--- config.mk ---
export PLATFORM = sky130hd
export DESIGN_NAME = uart_tx_arbiter_flat
export DESIGN_NICKNAME = d
export VERILOG_FILES = /design/src/rtl/uart_pkg.sv /design/src/rtl/uart_tx_arbiter_if.sv /design/src/rtl/uart_rr_pick.sv /design/src/rtl/uart_tx_arbiter.sv /design/src/flat_wrapper.sv
export SDC_FILE = /design/constraint.sdc
export NUM_CORES = 1
export LEC_CHECK = 0
export CAP_MARGIN = 25
export CORE_ASPECT_RATIO = 1.75
export CORE_UTILIZATION = 45
export CTS_CLUSTER_DIAMETER = 60
export CTS_CLUSTER_SIZE = 20
export DETAILED_ROUTE_END_ITERATION = 6
export PLACE_DENSITY = 0.77
export SYNTH_ARGS = -nofsm -noshare
export SYNTH_HDL_FRONTEND = slang
export SYNTH_SLANG_ARGS = --single-unit
--- constraint.sdc ---
create_clock -name sys_clk -period 4.53 [get_ports sys_clk]
set_input_delay 0.6795 -clock sys_clk [delete_from_list [all_inputs] [get_ports sys_clk]]
set_output_delay 0.6795 -clock sys_clk [all_outputs]
set_load 0.03 [all_outputs]
--- src/rtl/uart_pkg.sv ---
// Shared definitions for the UART transmit arbiter slice.
// Holds the FSM state encodings, the UART byte width and a modulo
// increment helper for the round-robin pointer.
package uart_pkg;

  localparam int unsigned UART_DATA_W = 8;

  localparam logic [1:0] ST_DRAIN     = 2'd0;
  localparam logic [1:0] ST_IDLE      = 2'd1;
  localparam logic [1:0] ST_ISSUE     = 2'd2;
  localparam logic [1:0] ST_WAIT_DONE = 2'd3;

  // idx + 1, wrapping to 0 at n
  function automatic int unsigned wrap_inc(input int unsigned idx, input int unsigned n);
    return (idx + 1 >= n) ? 0 : idx + 1;
  endfunction

endpackage

--- src/rtl/uart_tx_arbiter_if.sv ---
// Bus bundle between the requesters / uart_transmitter side and the
// arbiter.
//   req, req_data, req_last : per-requester byte offer (requester side)
//   ack, grant              : per-requester acceptance pulse / owner one-hot
//   err                     : timeout drop pulse
//   tx_en, tx_data, tx_busy : uart_transmitter handshake
// modport master : requesters + transmitter (drive req*, tx_busy)
// modport slave  : the arbiter
interface uart_tx_arbiter_if
  import uart_pkg::*;
#(
  parameter int unsigned NUM_REQ = 4
);

  logic [NUM_REQ-1:0]             req;
  logic [UART_DATA_W*NUM_REQ-1:0] req_data;
  logic [NUM_REQ-1:0]             req_last;
  logic [NUM_REQ-1:0]             ack;
  logic [NUM_REQ-1:0]             grant;
  logic                           err;
  logic                           tx_en;
  logic [UART_DATA_W-1:0]         tx_data;
  logic                           tx_busy;

  modport master (
    output req, req_data, req_last, tx_busy,
    input  ack, grant, err, tx_en, tx_data
  );

  modport slave (
    input  req, req_data, req_last, tx_busy,
    output ack, grant, err, tx_en, tx_data
  );

endinterface

--- src/rtl/uart_rr_pick.sv ---
// Combinational round-robin picker.
//   req        : request vector
//   ptr        : first index to consider when unlocked
//   lock/owner : when locked only the owner may be picked
//   pick       : one-hot pick, pick_idx its index, pick_valid any pick
module uart_rr_pick
  import uart_pkg::*;
#(
  parameter int unsigned NUM_REQ = 4,
  parameter int unsigned IDX_W   = $clog2(NUM_REQ)
) (
  input  logic [NUM_REQ-1:0] req,
  input  logic [IDX_W-1:0]   ptr,
  input  logic               lock,
  input  logic [IDX_W-1:0]   owner,
  output logic [NUM_REQ-1:0] pick,
  output logic [IDX_W-1:0]   pick_idx,
  output logic               pick_valid
);

  always_comb begin
    int unsigned j;
    j          = 0;
    pick       = '0;
    pick_idx   = '0;
    pick_valid = 1'b0;
    if (lock) begin
      if (req[owner]) begin
        pick[owner] = 1'b1;
        pick_idx    = owner;
        pick_valid  = 1'b1;
      end
    end else begin
      for (int unsigned i = 0; i < NUM_REQ; i++) begin
        j = 32'(ptr) + i;
        if (j >= NUM_REQ) j = j - NUM_REQ;
        if (!pick_valid && req[IDX_W'(j)]) begin
          pick[IDX_W'(j)] = 1'b1;
          pick_idx        = IDX_W'(j);
          pick_valid      = 1'b1;
        end
      end
    end
  end

endmodule

--- src/rtl/uart_tx_arbiter.sv ---
// Round-robin arbiter sharing one uart_transmitter between NUM_REQ
// requesters, with packet lock (owner keeps the UART until its req_last
// byte has gone out) and the tx_en/tx_busy handshake.
//   sys_clk, rst : clock, synchronous active-high reset
//   bus (slave)  : req/req_data/req_last in, ack/grant/err out,
//                  tx_en/tx_data out, tx_busy in
// Optional: define UART_ARB_TIMEOUT_EN to drop a byte when tx_busy does
// not rise within TIMEOUT_CYCLES cycles of ISSUE (err pulses). Without it
// ISSUE waits indefinitely and err is constant 0.
module uart_tx_arbiter
  import uart_pkg::*;
#(
  parameter int unsigned NUM_REQ        = 4,
  parameter int unsigned TIMEOUT_CYCLES = 16384
) (
  input logic             sys_clk,
  input logic             rst,
  uart_tx_arbiter_if.slave bus
);

  localparam int unsigned IDX_W = $clog2(NUM_REQ);

  if (NUM_REQ < 2 || NUM_REQ > 8 || TIMEOUT_CYCLES < 1) begin : g_bad_cfg
    $error("uart_tx_arbiter: NUM_REQ must be 2..8 and TIMEOUT_CYCLES >= 1");
  end

  logic [1:0]             state_q;
  logic [NUM_REQ-1:0]     grant_q;
  logic [NUM_REQ-1:0]     ack_q;
  logic                   tx_en_q;
  logic [UART_DATA_W-1:0] tx_data_q;
  logic [IDX_W-1:0]       ptr_q;
  logic [IDX_W-1:0]       owner_q;
  logic                   lock_q;
  logic                   last_q;

  logic [NUM_REQ-1:0]     pick;
  logic [IDX_W-1:0]       pick_idx;
  logic                   pick_valid;
  logic [UART_DATA_W-1:0] pick_byte;
  logic                   pick_last;
  logic [IDX_W-1:0]       next_owner;

  uart_rr_pick #(
    .NUM_REQ (NUM_REQ),
    .IDX_W   (IDX_W)
  ) u_pick (
    .req        (bus.req),
    .ptr        (ptr_q),
    .lock       (lock_q),
    .owner      (owner_q),
    .pick       (pick),
    .pick_idx   (pick_idx),
    .pick_valid (pick_valid)
  );

  always_comb begin
    pick_byte = '0;
    pick_last = 1'b0;
    for (int unsigned i = 0; i < NUM_REQ; i++) begin
      if (pick_idx == IDX_W'(i)) begin
        pick_byte = bus.req_data[i*UART_DATA_W +: UART_DATA_W];
        pick_last = bus.req_last[i];
      end
    end
  end

  assign next_owner = IDX_W'(wrap_inc(32'(owner_q), NUM_REQ));

`ifdef UART_ARB_TIMEOUT_EN
  localparam int unsigned CNT_W = $clog2(TIMEOUT_CYCLES + 1);
  logic [CNT_W-1:0] cnt_q;
  logic             err_q;
`endif

  always_ff @(posedge sys_clk) begin
    if (rst) begin
      state_q   <= ST_DRAIN;
      grant_q   <= '0;
      ack_q     <= '0;
      tx_en_q   <= 1'b0;
      tx_data_q <= '0;
      ptr_q     <= '0;
      owner_q   <= '0;
      lock_q    <= 1'b0;
      last_q    <= 1'b0;
`ifdef UART_ARB_TIMEOUT_EN
      cnt_q     <= '0;
      err_q     <= 1'b0;
`endif
    end else begin
      ack_q <= '0;
`ifdef UART_ARB_TIMEOUT_EN
      err_q <= 1'b0;
`endif
      case (state_q)
        ST_DRAIN: begin
          // A frame may still be in flight after reset
          if (!bus.tx_busy) state_q <= ST_IDLE;
        end
        ST_IDLE: begin
          if (lock_q && !bus.req[owner_q]) begin
            // Owner dropped its request mid-packet: abandon the packet
            lock_q  <= 1'b0;
            grant_q <= '0;
            ptr_q   <= next_owner;
          end else if (pick_valid) begin
            grant_q   <= pick;
            owner_q   <= pick_idx;
            tx_data_q <= pick_byte;
            last_q    <= pick_last;
            tx_en_q   <= 1'b1;
            state_q   <= ST_ISSUE;
`ifdef UART_ARB_TIMEOUT_EN
            cnt_q     <= '0;
`endif
          end
        end
        ST_ISSUE: begin
          if (bus.tx_busy) begin
            tx_en_q        <= 1'b0;
            ack_q[owner_q] <= 1'b1;
            state_q        <= ST_WAIT_DONE;
          end
`ifdef UART_ARB_TIMEOUT_EN
          else if (cnt_q == CNT_W'(TIMEOUT_CYCLES - 1)) begin
            // Transmitter never accepted: drop the byte and the packet
            tx_en_q        <= 1'b0;
            err_q          <= 1'b1;
            ack_q[owner_q] <= 1'b1;
            lock_q         <= 1'b0;
            grant_q        <= '0;
            ptr_q          <= next_owner;
            state_q        <= ST_DRAIN;
          end else begin
            cnt_q <= cnt_q + 1'b1;
          end
`endif
        end
        ST_WAIT_DONE: begin
          if (!bus.tx_busy) begin
            if (last_q) begin
              lock_q  <= 1'b0;
              grant_q <= '0;
              ptr_q   <= next_owner;
            end else begin
              lock_q <= 1'b1;
            end
            state_q <= ST_IDLE;
          end
        end
        default: state_q <= ST_DRAIN;
      endcase
    end
  end

  assign bus.grant   = grant_q;
  assign bus.ack     = ack_q;
  assign bus.tx_en   = tx_en_q;
  assign bus.tx_data = tx_data_q;
`ifdef UART_ARB_TIMEOUT_EN
  assign bus.err     = err_q;
`else
  assign bus.err     = 1'b0;
`endif

endmodule
--- src/flat_wrapper.sv ---
// flat-port wrapper written by rule: the top's interface ports become plain ports
module uart_tx_arbiter_flat import uart_pkg::*;
#(
  parameter int unsigned NUM_REQ        = 4,
  parameter int unsigned TIMEOUT_CYCLES = 16384
)
  (sys_clk, rst, bus_req, bus_req_data, bus_req_last, bus_tx_busy, bus_ack, bus_grant, bus_err, bus_tx_en, bus_tx_data);
  uart_tx_arbiter_if #(.NUM_REQ(NUM_REQ)) bus_i ();
  input logic sys_clk;
  input logic rst;
  input wire logic [$bits(bus_i.req)-1:0] bus_req;
  input wire logic [$bits(bus_i.req_data)-1:0] bus_req_data;
  input wire logic [$bits(bus_i.req_last)-1:0] bus_req_last;
  input wire logic [$bits(bus_i.tx_busy)-1:0] bus_tx_busy;
  output wire logic [$bits(bus_i.ack)-1:0] bus_ack;
  output wire logic [$bits(bus_i.grant)-1:0] bus_grant;
  output wire logic [$bits(bus_i.err)-1:0] bus_err;
  output wire logic [$bits(bus_i.tx_en)-1:0] bus_tx_en;
  output wire logic [$bits(bus_i.tx_data)-1:0] bus_tx_data;
  assign bus_i.req = bus_req;
  assign bus_i.req_data = bus_req_data;
  assign bus_i.req_last = bus_req_last;
  assign bus_i.tx_busy = bus_tx_busy;
  assign bus_ack = bus_i.ack;
  assign bus_grant = bus_i.grant;
  assign bus_err = bus_i.err;
  assign bus_tx_en = bus_i.tx_en;
  assign bus_tx_data = bus_i.tx_data;
  uart_tx_arbiter #(.NUM_REQ(NUM_REQ), .TIMEOUT_CYCLES(TIMEOUT_CYCLES)) u_core (.sys_clk(sys_clk), .rst(rst), .bus(bus_i));
endmodule
# == Word level (Yosys, flattened, before mapping) ==
# Index checks and enable logic that the tools add are counted.
# totals
output_inout_bits,18
regBits,25
latchBits,0
mem_bits_ro,0
memories,0
mem_bits_rw,0
in_bits,43
# op_classes
bitwise_logic,6
n_reduce_logical,25
shifts,0
n_div,0
mux,83
addsub,8
mul,0
order_cmp,15
eq_ne,14
# op_table
cell,n
4-bit 2-to-1 mux,13
2-bit 2-to-1 mux,22
8-bit 2-to-1 mux,4
1-bit 2-to-1 mux,29
4-bit AND reduction,4
"2-bit by 3-bit less-than comparator with 1-bit output, second input constant",5
"3-bit greater-or-equal comparator, second input constant",4
4-bit bitwise OR,3
1-bit binary-select mux with 2-bit select,5
1-bit demux with 2-bit select,5
"2-bit by 1-bit greater-or-equal comparator with 1-bit output, second input constant",5
1-bit logical AND,9
"2-bit == test, second input constant",4
"2-bit inequality test, second input constant",4
4-bit case mux with 2 select lines,1
"2-bit by 1-bit subtractor with 2-bit output, second input constant",4
"2-bit by 1-bit adder with 3-bit output, second input constant",2
"2-bit by 2-bit adder with 3-bit output, second input constant",2
"2-bit by 1-bit inequality test with 1-bit output, second input constant",3
2-bit case mux with 3 select lines,1
3-bit AND reduction,2
"2-bit by 1-bit == test with 1-bit output, second input constant",2
1-bit logical NOT,4
2-bit logical NOT,2
8 further kinds,12

# == Longest topological paths before layout ==
# logic_depth
depth_word,24
depth_mapped,12
depth_no_buf,8

# == Hierarchy ==
# A second synthesis with hierarchy kept.
# unflattened
hier_cells,203
hier_area_um2,2001.9
# by_module_without_submodules
module,cells_per_inst,area_per_inst_um2,seq_area_each_um2,instances
uart_tx_arbiter,127,1376.3,500.5,1
uart_rr_pick,76,625.6,0.0,1

# == Least setup slack after synthesis ==
# OpenSTA, ideal clock, no wires.
# synth_timing
path_type,register to register
start,register u_core.ptr_q[0]
end,register u_core.tx_data_q[7] (netlist: u_core.bus.tx_data[7])
setup_time_ns,0.122
path_stages_with_launch,13
slack_ns,0.948
period_less_slack_ns,3.582
required_time_ns,4.408
t_arrival_ns,3.460
path_cell_list,dfxtp_1 buf_6 clkbuf_1 inv_1 ha_1 buf_2 mux4_2 clkinv_1 a221oi_4 a311oi_4 buf_6 mux2_4 a221o_1
# synth_via
elab_chain_cells,24
elab_cells_between_ends,55
classes_between,7 x add/sub; 4 x order compare; 3 x eq/ne; 33 x mux; 8 x reduce/logical
# synth_rtl
element,line_no,rtl
start: declaration,uart_tx_arbiter.sv:32,logic [IDX_W-1:0] ptr_q;
start signal: assignment,uart_tx_arbiter.sv:106,ptr_q <= next_owner;
start signal: assignment,uart_tx_arbiter.sv:145,ptr_q <= next_owner;
2-bit by 3-bit greater-or-equal comparator with 1-bit output or 2-bit by 1-bit subtractor with 2-bit output (tied branches),uart_rr_pick.sv:36,if (j >= NUM_REQ) j = j - NUM_REQ;
2-bit 2-to-1 mux,uart_rr_pick.sv:36,
2-bit 2-to-1 mux,uart_rr_pick.sv:27,if (lock) begin
1-bit binary-select mux with 2-bit select,uart_rr_pick.sv:37,if (!pick_valid && req[IDX_W'(j)]) begin
1-bit 2-to-1 mux (not written as such),uart_rr_pick.sv:37,
1-bit 2-to-1 mux,uart_rr_pick.sv:37,
1-bit 2-to-1 mux,uart_rr_pick.sv:27,
1-bit logical NOT,uart_rr_pick.sv:37,
[5 not listed],-,
1-bit 2-to-1 mux,uart_rr_pick.sv:37,
1-bit 2-to-1 mux,uart_rr_pick.sv:27,
1-bit logical NOT,uart_rr_pick.sv:37,
1-bit logical AND,uart_rr_pick.sv:37,
2-bit 2-to-1 mux,uart_rr_pick.sv:37,
2-bit 2-to-1 mux,uart_rr_pick.sv:27,
2-bit logical NOT,uart_tx_arbiter.sv:61,if (pick_idx == IDX_W'(i)) begin
8-bit 2-to-1 mux (4 in series),uart_tx_arbiter.sv:61,
end signal: assignment,uart_tx_arbiter.sv:110,tx_data_q <= pick_byte;
end: declaration,uart_tx_arbiter.sv:31,logic [UART_DATA_W-1:0] tx_data_q;
# Several ways; a longest one is shown, not always the timed one. The select of a mux whose other input is x is not followed.
# A chain may end at the register's enable or synchronous reset.

# == Final worst setup path ==
# layout_timing
start,register u_core.ptr_q[1]
end,register u_core.last_q
# layout_via
elab_chain_cells,24
elab_cells_between_ends,55
classes_between,7 x add/sub; 4 x order compare; 3 x eq/ne; 33 x mux; 8 x reduce/logical
# layout_rtl
element,line_no,rtl
2-bit by 3-bit greater-or-equal comparator with 1-bit output or 2-bit by 1-bit subtractor with 2-bit output (tied branches),uart_rr_pick.sv:36,
2-bit 2-to-1 mux,uart_rr_pick.sv:36,
2-bit 2-to-1 mux,uart_rr_pick.sv:27,
1-bit binary-select mux with 2-bit select,uart_rr_pick.sv:37,
1-bit 2-to-1 mux (not written as such),uart_rr_pick.sv:37,
1-bit 2-to-1 mux,uart_rr_pick.sv:37,
1-bit 2-to-1 mux,uart_rr_pick.sv:27,
1-bit logical NOT,uart_rr_pick.sv:37,
[5 not listed],-,
1-bit 2-to-1 mux,uart_rr_pick.sv:37,
1-bit 2-to-1 mux,uart_rr_pick.sv:27,
1-bit logical NOT,uart_rr_pick.sv:37,
1-bit logical AND,uart_rr_pick.sv:37,
2-bit 2-to-1 mux,uart_rr_pick.sv:37,
2-bit 2-to-1 mux,uart_rr_pick.sv:27,
2-bit logical NOT,uart_tx_arbiter.sv:61,
1-bit 2-to-1 mux (4 in series),uart_tx_arbiter.sv:61,
end signal: assignment,uart_tx_arbiter.sv:111,last_q <= pick_last;
end: declaration,uart_tx_arbiter.sv:35,logic last_q;
# Several ways; a longest one is shown, not always the timed one. The select of a mux whose other input is x is not followed.

==> summary.md <==
| Metric | Value |
|---|---|
| Post-synth top cells | dfxtp_1, ha_1, nor2_1 |
| Post-Layout Inst Area | 2640 sq um |
| Startpoint class of the critical path | flop |
| Syn Inst Count | 211 |
| Placed insts | slightly above 300 |
| Critical path arrival | 3.82 ns |
| Total GRT Usage | 22.46% |
| Final Wtd Congestion | 0.8385 |
| HPWL Detailed | slightly below 4000 microns |
| Clock skew | 0.005187 ns |
| Mapped cell area | 2016 sq um |
| Die height | 90.54 microns |
| Netlist cell types | 50 |
| Critical path's largest stage delay | 0.65 ns |
| F_max | 0.2737 GHz |
| DRC violations left | 0 |
| Setup Viol. Count Final | 0 |
| Final WL | around 5000 microns |
| Post-CTS setup buffer count | 0 |
| Number of gates resized after cts | 0 |
| Most used flip-flop cell after synthesis | dfxtp_1 |
| FFs w/ async S/R, synth | 0% |
| Row cnt | 31 |
| Slew headroom | 52.97% |
| Worst skew pair latency | between 0.2 and 0.3 ns |
| IO Port Bufs | 59 |
| Syn nets | 269 |
| Initial antenna violation count | 0 |
| Core ar. | approximately 4200 sq um |
| Register area share after synthesis | between 20% and 30% |
| Number of global-route vias before repair | about 1800 |
| P&R area growth vs syn | 30.97% |
| Crit path cell chain | inv_1 > ha_1 > mux4_2 > clkinv_1 > a221oi_4 > a311oi_4 > buf_4 > mux2_2 > a221o_1 |
| RSZ-0062 raised after global routing | false |
| Max-cap violations | 0 |
| Hold WC Path Type | reg2reg |
| Post-synthesis register bit count | 25 |
| Final ANT Viol Nets | 0 |
| VDD IR-drop max | 361.6 uV |
| Status | finished, final reports clean |
| Most common cell in the netlist | dfxtp_1 |
| Root Driver | clkbuf_8 |
| Static Leak | a little over 1 nW |
| Tmin final | 3.653 ns |
| Vias per inst | 5.812 |
| Layout net count | 319 |
| Share of cells above drive strength 1 | 15.38% |
| Top-area cell type share of the netlist area | 24.83% |
| Worst path slowest cell | mux4_2 |
| TNS Setup | 0 ns |
| Clk buf depth | 2 |
| Die width | between 50 and 60 microns |
| Final period utilization | between 80% and 90% |
| Inserted Diodes | 0 |
| Yosys top cell by area | dfxtp_1 |
| Worst Path Max Fanout | 19 |
| Post-synth EDFFs | 0 |
| Post-Syn Area per Cell | 9.553 sq um |
| CTS sink count | 25 |
| DR iter-0 viols | 32 |
| Synth area leaders | dfxtp_1, ha_1, mux2_4 |
| H-Tree Depth | 1 |
| Crit Path Class | reg2reg |
| Reg clk slew, reported paths | 0.09 ns |
| CP endpoint kind | flop |
| Final hold violations | 0 |
| Pwr dens | roughly 550 nW/um^2 |
| DR pass1 iterations | 4 |
| Gr ovfl total | 0 |
| Area after DPL | 2595 sq um |
| Max Slew Vio Count | 0 |
| Routed via count | 1796 |
| Starting density of the core | between 40% and 50% |
| Hold-fix buffers, CTS | 0 |
| Die ar. | 4761 sq um |
| Largest net degree at the start of global routing | 20 |
| Global-route wire length before repair | 8169 microns |
| CTS tree | built |
| Critical path data required time | 4.69 ns |
| Worst Tran Pin Value | around 0.70 ns |
| Total CTS buffers | 3 |
| Fin cells | 309 |
| WL/cell | 16.16 microns |
| # IOs | between 60 and 70 |
| Syn. warnings | 0 |
==> registers in the layout, indices dropped and copies added, names as in the netlist <==
register	flops
u_core.state_q	2
u_core.bus.ack	4
u_core.bus.tx_data	8
u_core.owner_q	2
u_core.last_q	1
u_core.ptr_q	2
u_core.bus.tx_en	1
u_core.bus.grant	4
u_core.lock_q	1
==> kinds of logic after synthesis <==
family / Yosys count / share of synthesized area (%)
AND/OR/NAND/NOR: 60 / 16.95
AO/OA/AOI/OAI: 53 / 21.97
buffers and inverters: 29 / 6.765
multiplexers: 28 / 19.99
flip-flops: 25 / 24.83
adder cells (fa/ha/maj): 15 / 9.311
other: 1 / 0.1860
==> cells in the final DEF (no fill, tap or decap), types with 3 or more instances in the layout <==
| cell | count |
|---|---|
| mux2_4 | 9 |
| nor3_1 | 6 |
| o21ai_0 | 5 |
| nand2_1 | 9 |
| a21oi_1 | 12 |
| clkdlybuf4s50_1 | 59 |
| mux2_2 | 11 |
| mux4_2 | 5 |
| inv_1 | 12 |
| nand3_1 | 4 |
| a211oi_1 | 3 |
| and2_1 | 12 |
| ha_1 | 15 |
| a2bb2oi_1 | 4 |
| a221o_1 | 13 |
| dfxtp_1 | 25 |
| clkbuf_8 | 3 |
| a22o_1 | 4 |
| nor2_1 | 15 |
==> worst paths after layout <==
path	slack, ns	cells past startpoint	from	end
hold reg to reg	0.48	1	u_core.bus.grant[0]$_SDFFE_PP0P_	u_core.bus.grant[0]$_SDFFE_PP0P_
hold / removal	0.48	1	u_core.bus.grant[0]$_SDFFE_PP0P_	u_core.bus.grant[0]$_SDFFE_PP0P_
setup reg to reg	0.88	9	u_core.ptr_q[1]$_SDFFE_PP0P_	u_core.last_q$_SDFFE_PP0P_
setup / recovery	0.88	9	u_core.ptr_q[1]$_SDFFE_PP0P_	u_core.last_q$_SDFFE_PP0P_
==> per-layer routing <==
metal	track usage (%)	share of wire [%]	vias to the layer above
li1	-	-	873
met1	22.79	36	874
met4	5.921	1.1	0
met5	0	0	-
met2	44.41	60	43
met3	2.525	2.4	6
==> stage by stage <==
step / setup slack, ns / power, mW / utilization [%] / hold slack (ns)
detailed placement: 0.8509 / 1.328 / 61.38 / 0.4596
finish: 0.8768 / 1.461 / 62.44 / 0.4809
CTS: 0.9025 / 1.466 / 62.44 / 0.4836
floorplan: 0.9484 / 1.092 / - / 0.5096
global placement: 0.9023 / 1.310 / 61.38 / 0.4572
global route: 0.7064 / 1.557 / 62.44 / 0.5160
==> worst max-delay path: cells and delay by family, from the launching register on <==
family / cells / cell delay (ns)
mux: 2 / 1.03
compound gates: 3 / 0.64
buf+inv: 3 / 0.73
flops: 1 / 0.59
fa+ha+maj: 1 / 0.55
==> where the power goes <==
group / internal (mW) / switching (mW)
logic: 0.476 / 0.495
registers: 0.290 / 0.0644
clock network: 0.0630 / 0.0728
total: 0.829 / 0.632
==> final cells by class <==
class	instances	area, sq um
Multi-Input combinational cell	157	1379
Sequential cell	25	500.5
Inverter	13	48.80
Fill cell	359	1588
Tap cell	49	61.31
Clock buffer	4	45.04
Timing Repair Buffer	61	605.6
Note: power is estimated with default switching activity, not from simulation.
